### src/rtl/alarm_pkg.sv
// Shared state encoding and default sizing for the period meter.
package alarm_pkg;

   localparam int unsigned DEF_WIDTH   = 32'd32;
   localparam int unsigned DEF_TIMEOUT = 32'd100000;

   typedef enum logic {
      IDLE    = 1'b0,
      MEASURE = 1'b1
   } state_t;

endpackage

### src/rtl/sync_edge.sv
// Two-flop synchronizer for an asynchronous input with a registered rising-edge detector.
module sync_edge (
   input  logic clk_i,
   input  logic rst_i,
   input  logic sig_i,
   output logic synced_o,
   output logic rise_o
);

   logic sync1_q;
   logic sync2_q;
   logic prev_q;
   logic rise_q;
   logic level_q;

   // level_q trails the rise pulse by one cycle, so high-time counting starts the
   // cycle after the rise and a full high phase is counted.
   always_ff @(posedge clk_i) begin
      if (rst_i) begin
         sync1_q <= 1'b0;
         sync2_q <= 1'b0;
         prev_q  <= 1'b0;
         rise_q  <= 1'b0;
         level_q <= 1'b0;
      end else begin
         sync1_q <= sig_i;
         sync2_q <= sync1_q;
         prev_q  <= sync2_q;
         rise_q  <= sync2_q & ~prev_q;
         level_q <= prev_q;
      end
   end

   assign synced_o = level_q;
   assign rise_o   = rise_q;

endmodule

### src/rtl/period_meter.sv
// Measures period and high time of a slow asynchronous signal in system-clock cycles,
// with a stall indication when no rising edge arrives within TIMEOUT cycles.
module period_meter
   import alarm_pkg::*;
#(
   parameter int unsigned WIDTH   = DEF_WIDTH,
   parameter int unsigned TIMEOUT = DEF_TIMEOUT
) (
   input  logic             Clock,
   input  logic             Reset,
   input  logic             sig_in,
   output logic [WIDTH-1:0] period,
   output logic [WIDTH-1:0] high_time,
   output logic             valid,
   output logic             stalled
);

   localparam logic [WIDTH-1:0] ONE      = WIDTH'(1'b1);
   localparam logic [WIDTH-1:0] LAST_CNT = WIDTH'(TIMEOUT - 32'd1);

   logic             synced_s;
   logic             rise_s;
   state_t           state_q,   state_d;
   logic [WIDTH-1:0] cnt_q,     cnt_d;
   logic [WIDTH-1:0] hi_cnt_q,  hi_cnt_d;
   logic [WIDTH-1:0] period_q,  period_d;
   logic [WIDTH-1:0] high_q,    high_d;
   logic             valid_q,   valid_d;
   logic             stalled_q, stalled_d;

   sync_edge u_sync_edge (
      .clk_i    (Clock),
      .rst_i    (Reset),
      .sig_i    (sig_in),
      .synced_o (synced_s),
      .rise_o   (rise_s)
   );

   // Next-state logic; a rise takes precedence over the timeout in the same cycle.
   always_comb begin
      state_d   = state_q;
      cnt_d     = cnt_q;
      hi_cnt_d  = hi_cnt_q;
      period_d  = period_q;
      high_d    = high_q;
      valid_d   = 1'b0;
      stalled_d = stalled_q;
      case (state_q)
         IDLE: begin
            cnt_d    = '0;
            hi_cnt_d = '0;
            if (rise_s) begin
               state_d   = MEASURE;
               stalled_d = 1'b0;
            end else begin
               state_d   = IDLE;
            end
         end
         MEASURE: begin
            if (rise_s) begin
               period_d  = cnt_q + ONE;
               high_d    = hi_cnt_q;
               valid_d   = 1'b1;
               cnt_d     = '0;
               hi_cnt_d  = '0;
               stalled_d = 1'b0;
            end else if (cnt_q == LAST_CNT) begin
               state_d   = IDLE;
               stalled_d = 1'b1;
               cnt_d     = '0;
               hi_cnt_d  = '0;
            end else begin
               cnt_d = cnt_q + ONE;
               if (synced_s) begin
                  hi_cnt_d = hi_cnt_q + ONE;
               end else begin
                  hi_cnt_d = hi_cnt_q;
               end
            end
         end
         default: begin
            state_d = IDLE;
         end
      endcase
   end

   // State and output registers with synchronous reset.
   always_ff @(posedge Clock) begin
      if (Reset) begin
         state_q   <= IDLE;
         cnt_q     <= '0;
         hi_cnt_q  <= '0;
         period_q  <= '0;
         high_q    <= '0;
         valid_q   <= 1'b0;
         stalled_q <= 1'b0;
      end else begin
         state_q   <= state_d;
         cnt_q     <= cnt_d;
         hi_cnt_q  <= hi_cnt_d;
         period_q  <= period_d;
         high_q    <= high_d;
         valid_q   <= valid_d;
         stalled_q <= stalled_d;
      end
   end

   assign period    = period_q;
   assign high_time = high_q;
   assign valid     = valid_q;
   assign stalled   = stalled_q;

endmodule

### config.mk
export PLATFORM = sky130hd
export DESIGN_NAME = period_meter
export DESIGN_NICKNAME = d
export VERILOG_FILES = /design/src/rtl/alarm_pkg.sv /design/src/rtl/sync_edge.sv /design/src/rtl/period_meter.sv
export SDC_FILE = /design/constraint.sdc
export NUM_CORES = 1
export LEC_CHECK = 0
export CAP_MARGIN = 30
export CORE_MARGIN = 1.5
export CORE_UTILIZATION = 38
export CTS_BUF_LIST = sky130_fd_sc_hd__clkbuf_8
export CTS_CLUSTER_DIAMETER = 100
export DETAILED_ROUTE_END_ITERATION = 8
export PLACE_DENSITY = 0.56
export SLEW_MARGIN = 20
export SYNTH_ARGS = -nofsm -noshare
export SYNTH_HDL_FRONTEND = slang
export SYNTH_SLANG_ARGS = --single-unit
### constraint.sdc
create_clock -name Clock -period 2.85 [get_ports Clock]
set_input_delay 0.285 -clock Clock [delete_from_list [all_inputs] [get_ports Clock]]
set_output_delay 0.285 -clock Clock [all_outputs]
set_load 0.02 [all_outputs]
==> flow_summary.yaml, run 1 <==
synth:
  synth_xor_area_frac: 0.07495
  synth_area_leaders: "dfxtp_1 51%, nand2_1 6.6%, nor2_1 6.4%, a21oi_1 4.5%, a211oi_1 4.3%"
  yosys-mux-area-fraction: 0.003724
  synth-main-ff-cell: "dfxtp_1"
  synth_top_area_share: 0.5065
  synth_top_family_by_area: "simple AND/OR/NAND/NOR gates"
  synth_nets: 630
  synth.avg_cell_area_um2: 8.600
  ys_ff_latch: 136
  synth_warnings: 0
  syn_inst: 625
  async_reset_ff_frac: 0
  synthSimpleGateAreaFrac: 0.2716
  yosysTopAreaCell: "dfxtp_1"
  syn_area_um2: 5375
  synth_edf_count: 0
  synthAdderAreaFrac: 0.004655
  synth-compound-area-share: 0.1078
  yosysUniqueCellTypes: 34
  ys_seq_area_frac: 0.5065
die:
  die_y_um: 121.9
  die-area_um2: 14870
  initial_core_util: 0.3887
  fp.dieW_um: 121.9
  fp.coreArea_um2: 13830
  rows: 43
  ios: 69
status:
  outcome: "finished, final reports clean"
drt:
  drc: 0
  firstDrtPassIters: 5
  wl_met3_um: 457
  num_vias: 4563
  wl_met2_um: 5639
  drtIter0Drc: 232
  top_layer_used: "met4"
  finalWirelength_um: 12100
  wl_per_cell_um: 13.75
  vias_per_cell: 5.185
  ant_nets: 0
  wl_met1_um: 5712
power:
  power-per-cell-area_nw_per_um2: 549.6
  p_leak_uw: 0.002002
  irDropWorstVdd_uv: 277.7
  p_total_uw: 3654
worst_hold_path:
  hold_class: "primary input to flip-flop"
global_route:
  grt_pass1_vias: 4372
  grt_max_degree: 72
  grt_pass1_wl_um: 20420
  antenna_found_initial: 0
  grt_overflow: 0
  track_usage: 0.1746
clocking:
  clock_sinks: 136
  insertion_delay_ns: 0.44
  cts_buffers: 17
  path_clk_slew_ns: 0.07
  htreeDepth: 4
  cts_buffer_depth: 2
  tritoncts: "yes"
  hold_buffers: 0
  root_buffer: "clkbuf_8"
  cts_resized: 0
  post_cts_buffers: 0
critical_path:
  crit_path_end_kind: "flip-flop"
  arrival_ns: 3.07
  critical_path_class: "flip-flop to flip-flop"
  start_kind: "flip-flop"
  cp.required_ns: 3.23
  worstPathMaxFanout: 23
sta:
  slew_viol_final: 0
  period_minus_slack_ns: 2.696
  rsz0062_at_grt: "false"
  hold_ws_ns: 0.3766
  fmax_mhz: 370.9
  finalSetupViolCount: 0
  fin_worst_skew_ns: 0.009881
  min_period_over_period: 0.9460
  tightest_slew_ns: 0.8448
  hold_violations: 0
  slew_headroom: 0.4368
  setup_tns_ns: 0
finish:
  drive_above_1_share: 0.07571
  nNetsFinal: 692
  layout_common_cells: "136 x dfxtp_1, 94 x nand2_1, 91 x nor2_1"
  multi_input_area_um2: 2494
  regArea_um2: 2723
  mostFrequentLayoutCell: "dfxtp_1"
  fill_cells: 1337
  n_antenna_cell: 0
  area_delta_synth_final_pct: 23.67
job:
  maxCapViolCount: 0
placed_design:
  io_buffers: 68
  dpl.hpwl_um: 8123
  gp_congestion: 0.7902
[layer usage]
layer  global-route usage  vias up
met5                    0        -
met4              0.07500        0
met3              0.04916       30
met2               0.2862      112
met1               0.2142     2125
li1                     -     2296
[worst paths after layout]
check / start / to / slack [ns] / depth (start not counted)
max reg2reg: cnt_q[0]$_SDFF_PP0_ / hi_cnt_q[30]$_SDFFE_PP0P_ / 0.15 / 6
min reg2reg: u_sync_edge.prev_q$_SDFF_PP0_ / u_sync_edge.rise_o$_SDFF_PP0_ / 0.41 / 1
max: cnt_q[0]$_SDFF_PP0_ / hi_cnt_q[30]$_SDFFE_PP0P_ / 0.15 / 6
min: Reset / hi_cnt_q[13]$_SDFFE_PP0P_ / 0.38 / 6
[cell type report]
cell class / instances / area share
clock buffer: 18 / 0.03727
multi-input combinational: 448 / 0.3751
tap: 180 / 0.03388
clock inverter: 14 / 0.02729
inverter: 5 / 0.002823
timing repair buffer: 79 / 0.1141
sequential: 136 / 0.4096
[metrics by stage]
step | area [µm²] | setup slack (ns) | util | std cells
after floorplan | 5375 | 0.5252 | - | 625
after global placement | 6218 | 0.2814 | 0.4497 | 848
after detailed placement | 6218 | 0.1749 | 0.4497 | 848
after CTS | 6648 | 0.1495 | 0.4808 | 880
after global routing | 6648 | 0.04084 | 0.4808 | 880
final | 6648 | 0.1538 | 0.4808 | 880
[sequential cells by signal, summed over array words and instances, names as in the netlist, 32 cells and up]
register and flops:
period 32, high_time 32, hi_cnt_q 32, cnt_q 32
[logic make-up after synthesis]
family	after synthesis
multiplexers	2
XOR/XNOR	46
adder cells (fa/ha/maj)	2
AND/OR/NAND/NOR	303
AO/OA/AOI/OAI	95
flip-flops	136
buffers and inverters	41
[critical path, cell delays in order (launching register included)]
cell and delay (ns):
dfxtp_1 0.43, ha_1 0.31, or4b_4 0.51, nor4_4 0.37, a21oi_2 0.29, or4_1 0.58, a21oi_1 0.14
[power by group]
group | leakage, µW | total [µW] | switching, µW | internal, µW
Combinational | 0.000687 | 44.8 | 32.9 | 11.9
Clock | 0.000219 | 1700 | 734 | 966
Sequential | 0.00110 | 1910 | 4.31 | 1900
[synthesized netlist by cell type (2+ instances only)]
cell type and count:
a211oi_1 31, a21oi_1 48, and2_1 2, and3_1 8, and4_1 5, buf_2 3
clkbuf_1 32, dfxtp_1 136, ha_1 2, inv_1 5, mux2i_1 2, nand2_1 94
nand3_1 27, nand4_1 24, nor2_1 91, nor2b_1 5, nor3_1 12, nor4_1 8
nor4_4 2, o21ai_0 7, o31ai_1 6, or3_1 8, or4_1 12, xnor2_1 21
xor2_1 25
Note: power is estimated with default switching activity, not from simulation.
==> inputs of run 2 (changes only) <==
- GPL_ROUTABILITY_DRIVEN: not set -> 0
==> results of run 2 <==
Final layout, timing and power as in run 1 (identical DEF).
==> inputs of run 3 (changes only) <==
- ABC_AREA: not set -> 1
==> flow_summary.yaml, run 3 <==
status:
  outcome: "finished, final reports clean"
sta:
  setup_tns_ns: 0
  fmax_mhz: 512.1
  min_period_over_period: 0.6852
  rsz0062_at_grt: "false"
  hold_ws_ns: 0.3430
  slew_headroom: 0.6095
  tightest_slew_ns: 0.5857
  fin_worst_skew_ns: 0.01288
  finalSetupViolCount: 0
  period_minus_slack_ns: 1.953
  hold_violations: 0
  slew_viol_final: 0
critical_path:
  arrival_ns: 2.30
  crit_slowest_cell: "dfxtp_1"
  critical_path_class: "flip-flop to flip-flop"
  crit_family: "simple AND/OR/NAND/NOR gates"
  crit_path_end_kind: "flip-flop"
  cpPeakStageDelay_ns: 0.44
  crit_buf_inv: 1
  worstPathMaxFanout: 46
  worstPathCellList: "ha_1, nand2_2, nor2_4, nand3_1, nor2_1, nand2_2, nand2_4, nor2_8, inv_8, nor2_1"
  cp.required_ns: 3.19
  start_kind: "flip-flop"
drt:
  finalWirelength_um: 15560
  drtIter0Drc: 295
  ant_nets: 0
  firstDrtPassIters: 4
  drc: 0
  num_vias: 5517
  vias_per_cell: 4.707
  wl_per_cell_um: 13.28
clocking:
  clock_sinks: 136
  post_cts_buffers: 0
  htreeDepth: 4
  insertion_delay_ns: 0.46
  cts_resized: 0
  cts_buffer_depth: 2
  tritoncts: "yes"
  path_clk_slew_ns: 0.08
  cts_buffers: 17
  hold_buffers: 0
  root_buffer: "clkbuf_8"
placed_design:
  io_buffers: 68
  dpl.hpwl_um: 11270
  place_area_um2: 7071
power:
  p_total_uw: 3658
  power-per-cell-area_nw_per_um2: 488.6
  p_leak_uw: 0.002698
  irDropWorstVdd_uv: 306.7
global_route:
  grt_max_degree: 55
  grt_pass1_vias: 5304
  track_usage: 0.1911
  grt_overflow: 0
  grt_pass1_wl_um: 26400
  antenna_found_initial: 0
finish:
  drive_above_1_share: 0.08891
  nNetsFinal: 948
  mostFrequentLayoutCell: "nand2_1"
  final_area_um2: 7486
  n_antenna_cell: 0
  layout_common_cells: "168 x nand2_1, 166 x nor2_1, 136 x dfxtp_1"
  fill_cells: 1697
  fin_util: 0.4679
  area_delta_synth_final_pct: 19.59
synth:
  ys_seq_area_frac: 0.4349
  synth_warnings: 0
  ys_ff_latch: 136
  syn_area_um2: 6260
  synth_nets: 883
  synth_area_leaders: "dfxtp_1 43%, nand2_1 10%, nor2_1 10%, inv_1 6.4%, nand3_1 4.0%"
  yosysTopAreaCell: "dfxtp_1"
  synthTopCellsByCount: "168 x nand2_1, 166 x nor2_1, 136 x dfxtp_1"
  synth_edf_count: 0
  yosysUniqueCellTypes: 35
  async_reset_ff_frac: 0
  synth.most_common_cell: "nand2_1"
  syn_inst: 878
  synth-main-ff-cell: "dfxtp_1"
  synth.avg_cell_area_um2: 7.130
  synth_top_area_share: 0.4349
die:
  fp.dieW_um: 131.3
  ios: 69
  die_y_um: 131.3
  fp.coreArea_um2: 16000
  rows: 46
  initial_core_util: 0.3912
  die-area_um2: 17250
job:
  maxCapViolCount: 0
worst_hold_path:
  hold_class: "primary input to flip-flop"
[run 3: kinds of logic (layout without fill, tap and decap cells)]
kind of cell | Yosys count | after routing | synth area share
AOI/OAI and AO/OA | 119 | 119 | 0.1075
xor gates and xnor gates | 25 | 25 | 0.03498
adders and majority gates | 2 | 2 | 0.003997
buffers and inverters | 138 | 216 | 0.09954
DFF | 136 | 136 | 0.4349
and+or+nand+nor | 458 | 458 | 0.3190
[run 3: worst paths after layout]
check	startpoint	cells past startpoint	endpoint	slack (ns)
max	cnt_q[0]$_SDFF_PP0_	10	hi_cnt_q[22]$_SDFFE_PP0P_	0.90
min	sig_in	3	u_sync_edge.sync1_q$_SDFF_PP0_	0.34
max reg2reg	cnt_q[0]$_SDFF_PP0_	10	hi_cnt_q[22]$_SDFFE_PP0P_	0.90
min reg2reg	u_sync_edge.sync1_q$_SDFF_PP0_	2	u_sync_edge.sync2_q$_SDFF_PP0_	0.41
[run 3: routing by layer]
layer,GRT usage,routed length [µm]
met4,0.07469,333
met5,0,0
met2,0.3086,7127
met3,0.04630,573
met1,0.2463,7529
[run 3: layout make-up]
type | count | area (µm²) | share of cell area
clock buffers | 19 | 261.5 | 0.03493
clock inverters | 13 | 153.9 | 0.02056
inverters | 109 | 417.9 | 0.05582
multi-input cells | 604 | 2914 | 0.3893
flip-flops and latches | 136 | 2723 | 0.3637
well taps | 216 | 270.3 | 0.03610
repair buffers | 75 | 745.7 | 0.09962
[run 3: through the flow]
stage | worst slack, ns | std cells
global route | 0.6670 | 1172
finish | 0.8973 | 1172
CTS | 0.8717 | 1172
detailed placement | 0.8886 | 1140
global placement | 0.9557 | 1140
floorplan | 1.240 | 878
[run 3: worst reg2reg max path, delay by kind of cell, from the launching register on]
kind	cells	cell delay [ns]
simple gates	8	0.84
fa+ha+maj	1	0.28
flops	1	0.44
buf+inv	1	0.28
[run 3: where the power goes]
| part | leakage, µW | switching, µW | internal (µW) | total, µW |
|---|---|---|---|---|
| combinational | 0.00139 | 46.2 | 20.7 | 66.9 |
| sequential | 0.00110 | 4.58 | 1910 | 1910 |
| clock | 0.000214 | 776 | 905 | 1680 |
| total | 0.00270 | 827 | 2830 | 3660 |
